===== src/rtl/wb_bram32_ctrl.sv =====
// Purpose : Wishbone classic slave mapping a byte-addressed window onto a 32-bit BRAM with subword writes.
// Latency : request accepted at edge N, ack/err during the cycle ending at edge N+2; one transfer per 3 cycles.
// Backpr. : no stall; a request is only sampled in IDLE, and dropping i_wb_cyc aborts the transfer silently.
//
// Ports:
//   i_clk, i_rst_n         clock (rising edge), synchronous active-low reset
//   i_wb_cyc/stb/we        Wishbone cycle, strobe, write flag
//   i_wb_addr/data/sel     byte address ([1:0] ignored), lane-aligned write data, byte-lane select
//   o_wb_data/ack/err      read data (zero unless acking a read), normal / error termination
//   o_bram_addr/data/we    BRAM word address, right-justified write data, write enable
//   o_bram_subaddr         1 = word, 2/3 = half0/half1, 4..7 = byte0..byte3
//   i_bram_data            BRAM read data, valid one cycle after the address
module wb_bram32_ctrl #(
  parameter int          DEPTH      = 512,
  parameter logic [31:0] BASE_ADDR  = 32'h0000_0000,
  localparam int         ADDR_WIDTH = $clog2(DEPTH)
) (
  input  logic                  i_clk,
  input  logic                  i_rst_n,
  input  logic                  i_wb_cyc,
  input  logic                  i_wb_stb,
  input  logic                  i_wb_we,
  input  logic [31:0]           i_wb_addr,
  input  logic [31:0]           i_wb_data,
  input  logic [3:0]            i_wb_sel,
  output logic [31:0]           o_wb_data,
  output logic                  o_wb_ack,
  output logic                  o_wb_err,
  output logic [ADDR_WIDTH-1:0] o_bram_addr,
  output logic [31:0]           o_bram_data,
  output logic                  o_bram_we,
  output logic [2:0]            o_bram_subaddr,
  input  logic [31:0]           i_bram_data
);

  localparam logic [31:0] WIN_BYTES = 32'(DEPTH * 4);

  typedef enum logic [1:0] {IDLE, ACCESS, RESP} state_t;

  state_t      state, state_nxt;

  // Latched request. The offset from BASE_ADDR is stored rather than the raw
  // address so that a reset request field of 0 also drives BRAM address 0.
  logic        req_we;
  logic [31:0] req_off;
  logic [31:0] req_data;
  logic [3:0]  req_sel;
  logic        abort_q;   // i_wb_cyc was seen low during ACCESS

  logic        in_range;
  logic        sel_valid;
  logic        req_ok;
  logic [2:0]  sub_dec;
  logic [31:0] data_dec;

  assign in_range = (req_off < WIN_BYTES);

  // Subword decode: lane pattern selects the BRAM access size and the
  // write data is shifted down so the subword sits at bit 0.
  always_comb begin
    sel_valid = 1'b1;
    sub_dec   = 3'd0;
    data_dec  = 32'h0;
    case (req_sel)
      4'b1111: begin sub_dec = 3'd1; data_dec = req_data;                   end
      4'b0011: begin sub_dec = 3'd2; data_dec = {16'h0, req_data[15:0]};   end
      4'b1100: begin sub_dec = 3'd3; data_dec = {16'h0, req_data[31:16]};  end
      4'b0001: begin sub_dec = 3'd4; data_dec = {24'h0, req_data[7:0]};    end
      4'b0010: begin sub_dec = 3'd5; data_dec = {24'h0, req_data[15:8]};   end
      4'b0100: begin sub_dec = 3'd6; data_dec = {24'h0, req_data[23:16]};  end
      4'b1000: begin sub_dec = 3'd7; data_dec = {24'h0, req_data[31:24]};  end
      default: sel_valid = 1'b0;
    endcase
  end

  // Reads never fail on sel; only range and write-lane shape can error.
  assign req_ok = in_range && (!req_we || sel_valid);

  assign o_bram_addr    = req_off[ADDR_WIDTH+1:2];
  assign o_bram_data    = data_dec;
  assign o_bram_subaddr = sub_dec;

  always_ff @(posedge i_clk) begin
    if (!i_rst_n) begin
      state <= IDLE;
    end else begin
      state <= state_nxt;
    end
  end

  always_ff @(posedge i_clk) begin
    if (!i_rst_n) begin
      req_we   <= 1'b0;
      req_off  <= 32'h0;
      req_data <= 32'h0;
      req_sel  <= 4'h0;
      abort_q  <= 1'b0;
    end else begin
      if (state == IDLE && i_wb_cyc && i_wb_stb) begin
        req_we   <= i_wb_we;
        req_off  <= i_wb_addr - BASE_ADDR;
        req_data <= i_wb_data;
        req_sel  <= i_wb_sel;
      end
      if (state == ACCESS) begin
        abort_q <= !i_wb_cyc;
      end
    end
  end

  // Strobes are gated with i_rst_n so a reset cycle never lets a write or a
  // termination escape before the state register clears.
  always_comb begin
    state_nxt = state;
    o_bram_we = 1'b0;
    o_wb_ack  = 1'b0;
    o_wb_err  = 1'b0;
    o_wb_data = 32'h0;
    case (state)
      IDLE: begin
        if (i_wb_cyc && i_wb_stb) begin
          state_nxt = ACCESS;
        end
      end
      ACCESS: begin
        state_nxt = RESP;
        o_bram_we = req_we && req_ok && i_wb_cyc && i_rst_n;
      end
      RESP: begin
        state_nxt = IDLE;
        if (!abort_q && i_wb_cyc && i_rst_n) begin
          o_wb_ack = req_ok;
          o_wb_err = !req_ok;
        end
        if (o_wb_ack && !req_we) begin
          o_wb_data = i_bram_data;
        end
      end
      default: state_nxt = IDLE;
    endcase
  end

endmodule

===== config.mk =====
export PLATFORM = sky130hd
export DESIGN_NAME = wb_bram32_ctrl
export DESIGN_NICKNAME = d
export VERILOG_FILES = /design/src/rtl/wb_bram32_ctrl.sv
export SDC_FILE = /design/constraint.sdc
export NUM_CORES = 1
export LEC_CHECK = 0
export ABC_AREA = 0
export BUFFER_PORTS_ARGS = -buffer_cell sky130_fd_sc_hd__buf_2
export CORE_ASPECT_RATIO = 1.4
export CORE_MARGIN = 5
export CORE_UTILIZATION = 40
export DETAILED_ROUTE_END_ITERATION = 12
export GPL_TIMING_DRIVEN = 0
export PLACE_DENSITY = 0.68
export SYNTH_ARGS = -nofsm -noshare
export SYNTH_HDL_FRONTEND = slang
export SYNTH_SLANG_ARGS = --single-unit
export TNS_END_PERCENT = 50

===== constraint.sdc =====
create_clock -name i_clk -period 3.4 [get_ports i_clk]
set_input_delay 1.02 -clock i_clk [delete_from_list [all_inputs] [get_ports i_clk]]
set_output_delay 1.02 -clock i_clk [all_outputs]
set_load 0.05 [all_outputs]

Word level (Yosys, flattened, before mapping)
Index checks and enable logic that the tools add are counted.

Register bits: 72. Bits of input ports: 105. Logic and storage cells: 47.

Magnitude comparators: 1. Eq/ne operators: 10. Muxes and demuxes: 13. Reduce and logical (&&, ||, !) cells: 17.

Operators with widths (count): case mux 32 bit (7 select lines) (1); two-way mux 32 bit (2); less-than comparator 32 x 12 -> 1 bit (second input constant) (1); case mux 3 bit (7 select lines) (1); equality test 4 bit (second input constant) (3); logical AND 1 bit (10); equality test 4 x 2 -> 1 bit (second input constant) (2); two-way mux 1 bit (7); OR reduction 7 bit (1); equality test 4 x 1 -> 1 bit (second input constant) (1); equality test 4 x 3 -> 1 bit (second input constant) (1); logical NOT 1 bit (4); case mux 2 bit (2 select lines) (1); equality test 2 x 1 -> 1 bit (second input constant) (1); equality test 2 bit (second input constant) (1); logical NOT 2 bit (1); two-way mux 2 bit (1); inequality test 2 x 1 -> 1 bit (second input constant) (1); logical OR 1 bit (1).

Logic depth before layout (Yosys ltp)
Word-level depth: 10. Depth in mapped cells: 7.

Least setup slack after synthesis
Ideal clock, no wire load.

Kind: input -> output. Start: input port i_rst_n. End: output port o_wb_data[10]. Arrival time: 2.318 ns. Slack: 0.062 ns. Stages: 5. Cell sequence: clkbuf_1 > nand4_1 > nor4_4 > buf_6 > and2_1.

Word-level cells in the longest chain between the ends: 6.

RTL lines: start: declaration (RTL line 19) `input logic i_rst_n,`; logical AND 1 bit (RTL line 131) `if (!abort_q && i_wb_cyc && i_rst_n) begin`; two-way mux 1 bit (RTL line 131); two-way mux 1 bit (RTL line 119) `case (state)`; logical AND 1 bit (RTL line 135) `if (o_wb_ack && !req_we) begin`; two-way mux 32 bit (RTL line 135); two-way mux 32 bit (RTL line 119); end: declaration (RTL line 26) `output logic [31:0] o_wb_data,`.

No other way between the ends. The select of a mux whose other input is x is not followed.

Final worst setup path
Start: input port i_rst_n. End: output port o_wb_data[5].

The elaborated chain is that of the path after synthesis.

==> flow_summary.yaml <==
run_status:
  status: "finished clean"
grt:
  antenna_found_initial: 0
  grt_pass1_vias: 3818
  grt_use_total: 0.2010
  grt_first_pass_wirelength_um: 18130
  grt-ovfl-total: 0
  grt_max_degree: 14
critical_path:
  worstReg2RegStart: "state[0]$_SDFFE_PN0P_"
  worst_setup_path_start_kind: "input port"
  ff2ff_path_depth: 7
  required_ns: 2.38
  cp.arrival_ns: 2.32
  end_kind: "primary output"
  rrSetupSlack_ns: 1.80
  crit_fanout: 10
  path_class: "in -> out"
  reg2reg_to: "req_data[3]$_SDFFE_PN0P_"
logic_synthesis:
  ys_ff_latch: 70
  synth_cell_type_count: 32
  ys_seq_area_frac: 0.3926
  synth_area_mm2: 0.003570
  synth_area_per_cell_um2: 7.563
  syn_inst: 472
  synth_warnings: 0
  syn_nets: 577
drt:
  ant_nets: 0
  wl_um: 11620
  drc: 0
  firstDrtPassIters: 5
  drt_first_iter_violations: 302
  viasPerCell: 5.031
  via_count: 3904
  detail_route.wl_per_cell_um: 14.98
timing:
  period_minus_slack_ns: 3.341
  hold_viol_final: 0
  setup_tns_ns: 0
  report.final.slew_viol_count: 0
  clock.fmax_mhz: 299.3
  rsz0062_at_grt: "no"
  fin_worst_skew_ns: 0.004068
  maxSlewHeadroom: 0.6464
  setup_viol: 0
  tightestPinTransition_ns: 0.5282
  finalCritPeriodShare: 0.9826
floorplanning:
  coreArea_mm2: 0.008658
  fp-row-count: 40
  die_w_um: 89.84
  initial_core_util: 0.4123
  dieHeight_um: 121.8
  pin_count: 184
  dieArea_mm2: 0.01094
clock_network:
  cts_max_path_buffers: 2
  clk_latency_ns: 0.33
  cts.clk_slew.worst_paths_ns: 0.05
  cts_buffers: 9
  clock-sinks: 70
  cts_tree: "yes"
  root_buffer: "clkbuf_16"
  postCtsHoldBufs: 0
  htree_levels: 3
finish:
  area_delta_synth_final_pct: 38.59
  fin_util: 0.5714
  layout_common_cells: "buf_2, nand2_1, dfxtp_1"
  layout-drive-gt1-share: 0.3353
  design_area_mm2: 0.004947
  layout_commonest_cell: "buf_2"
  fin_nets: 771
  diodes: 0
placed_design:
  gp_congestion: 0.9236
  hpwl_um: 9256
  port_buffers: 180
  placed_area_mm2: 0.004602
power_and_ir_drop:
  leakagePower_uw: 0.002400
  powerDensity_mw_per_mm2: 408.4
  peakVddDrop_mv: 0.2587
min_path:
  hp-class: "reg -> reg"
  hold_end: "req_off[20]$_SDFFE_PN0P_"
  worstHoldStart: "req_off[20]$_SDFFE_PN0P_"
  hold_path_depth: 2
flow_run:
  maxCapViolations: 0
==> cell families (layout without fill, tap and decap cells) <==
logic type	after synthesis	after routing	share of synthesized area
simple gates	238	238	0.3067
compound gates	106	106	0.2156
flops	70	70	0.3926
buf+inv	55	254	0.07676
mux	2	2	0.005959
xor+xnor	1	1	0.002454
==> worst max-delay path by stage <==
stage,cells after the start,startpoint,endpoint
global placement,6,i_rst_n,o_wb_data[19]
CTS,7,i_rst_n,o_wb_data[1]
finish,7,i_rst_n,o_wb_data[5]
floorplan,5,i_rst_n,o_wb_data[10]
global route,7,i_rst_n,o_wb_data[7]
detailed placement,6,i_rst_n,o_wb_data[19]
==> synthesized netlist by cell type (all sizes together) <==
cell | n | area share
inv | 8 | 0.0084
mux2i | 1 | 0.0028
or3 | 1 | 0.0018
o21ai | 20 | 0.028
o211a | 1 | 0.0028
nand2 | 161 | 0.17
and2 | 36 | 0.063
dfxtp | 70 | 0.39
xor2 | 1 | 0.0025
nor2b | 2 | 0.0035
a222oi | 8 | 0.022
mux2 | 1 | 0.0032
nor4b | 1 | 0.0042
o21a | 1 | 0.0021
and3 | 21 | 0.037
a22oi | 8 | 0.017
nor3 | 1 | 0.0014
nor2 | 6 | 0.0070
clkbuf | 24 | 0.025
nand3 | 1 | 0.0014
a311oi | 1 | 0.0025
a21boi | 67 | 0.14
buf | 23 | 0.043
nor4 | 5 | 0.013
nand2b | 1 | 0.0018
nand4 | 2 | 0.0035
==> per-layer routing <==
layer / up-vias / routed length [um] / global-route usage
li1: 1947 / - / -
met1: 1748 / 4525 / 0.2240
met2: 181 / 5803 / 0.3521
met3: 28 / 926 / 0.04756
met4: 0 / 367 / 0.1078
met5: - / 0 / 0
==> registers in the layout, indices dropped and copies added (netlist names) <==
name      count
req_data     32
req_off      30
req_sel       4
state         2
abort_q       1
req_we        1
==> metrics by stage <==
stage	instances	power, uW	hold slack, ns	setup slack (ns)
3_3_place_gp	757	1178	0.4498	-0.3126
4_1_cts	776	2040	0.4645	0.002307
2_1_floorplan	472	1070	0.4431	0.06207
3_5_place_dp	757	1186	0.4577	-0.3475
6_report	776	2020	0.4631	0.05906
5_1_grt	776	2101	0.4863	0.0002192
==> report_power, final <==
| part | switching, uW | total [uW] | internal (uW) | leakage, uW |
|---|---|---|---|---|
| Combinational | 169 | 283 | 114 | 0.00170 |
| Sequential | 30.0 | 890 | 860 | 0.000571 |
| Clock | 351 | 848 | 497 | 0.000126 |
| Total | 550 | 2020 | 1470 | 0.00240 |
==> layout make-up <==
type | count | area, um2
buffer | 47 | 247.7
clock buffer | 10 | 229.0
clock inverter | 6 | 45.04
fill | 849 | 3711
inverter | 8 | 30.03
multi-input combinational | 347 | 1909
sequential | 70 | 1401
tap | 105 | 131.4
timing repair buffer | 183 | 953.4
==> what timing repair did <==
item                                    CTS  global route
pin swaps                                 2             1
gates resized for setup                   7            10
endpoints found under the setup margin   32            38
setup buffers                             3             0
==> critical path, cell delays in order <==
cell and delay, ns:
clkbuf_4 0.18, nand4_1 0.19, nor4_4 0.24, buf_4 0.18, buf_6 0.12, and2_1 0.12, buf_2 0.26
Power figures use the tool's default switching activity.
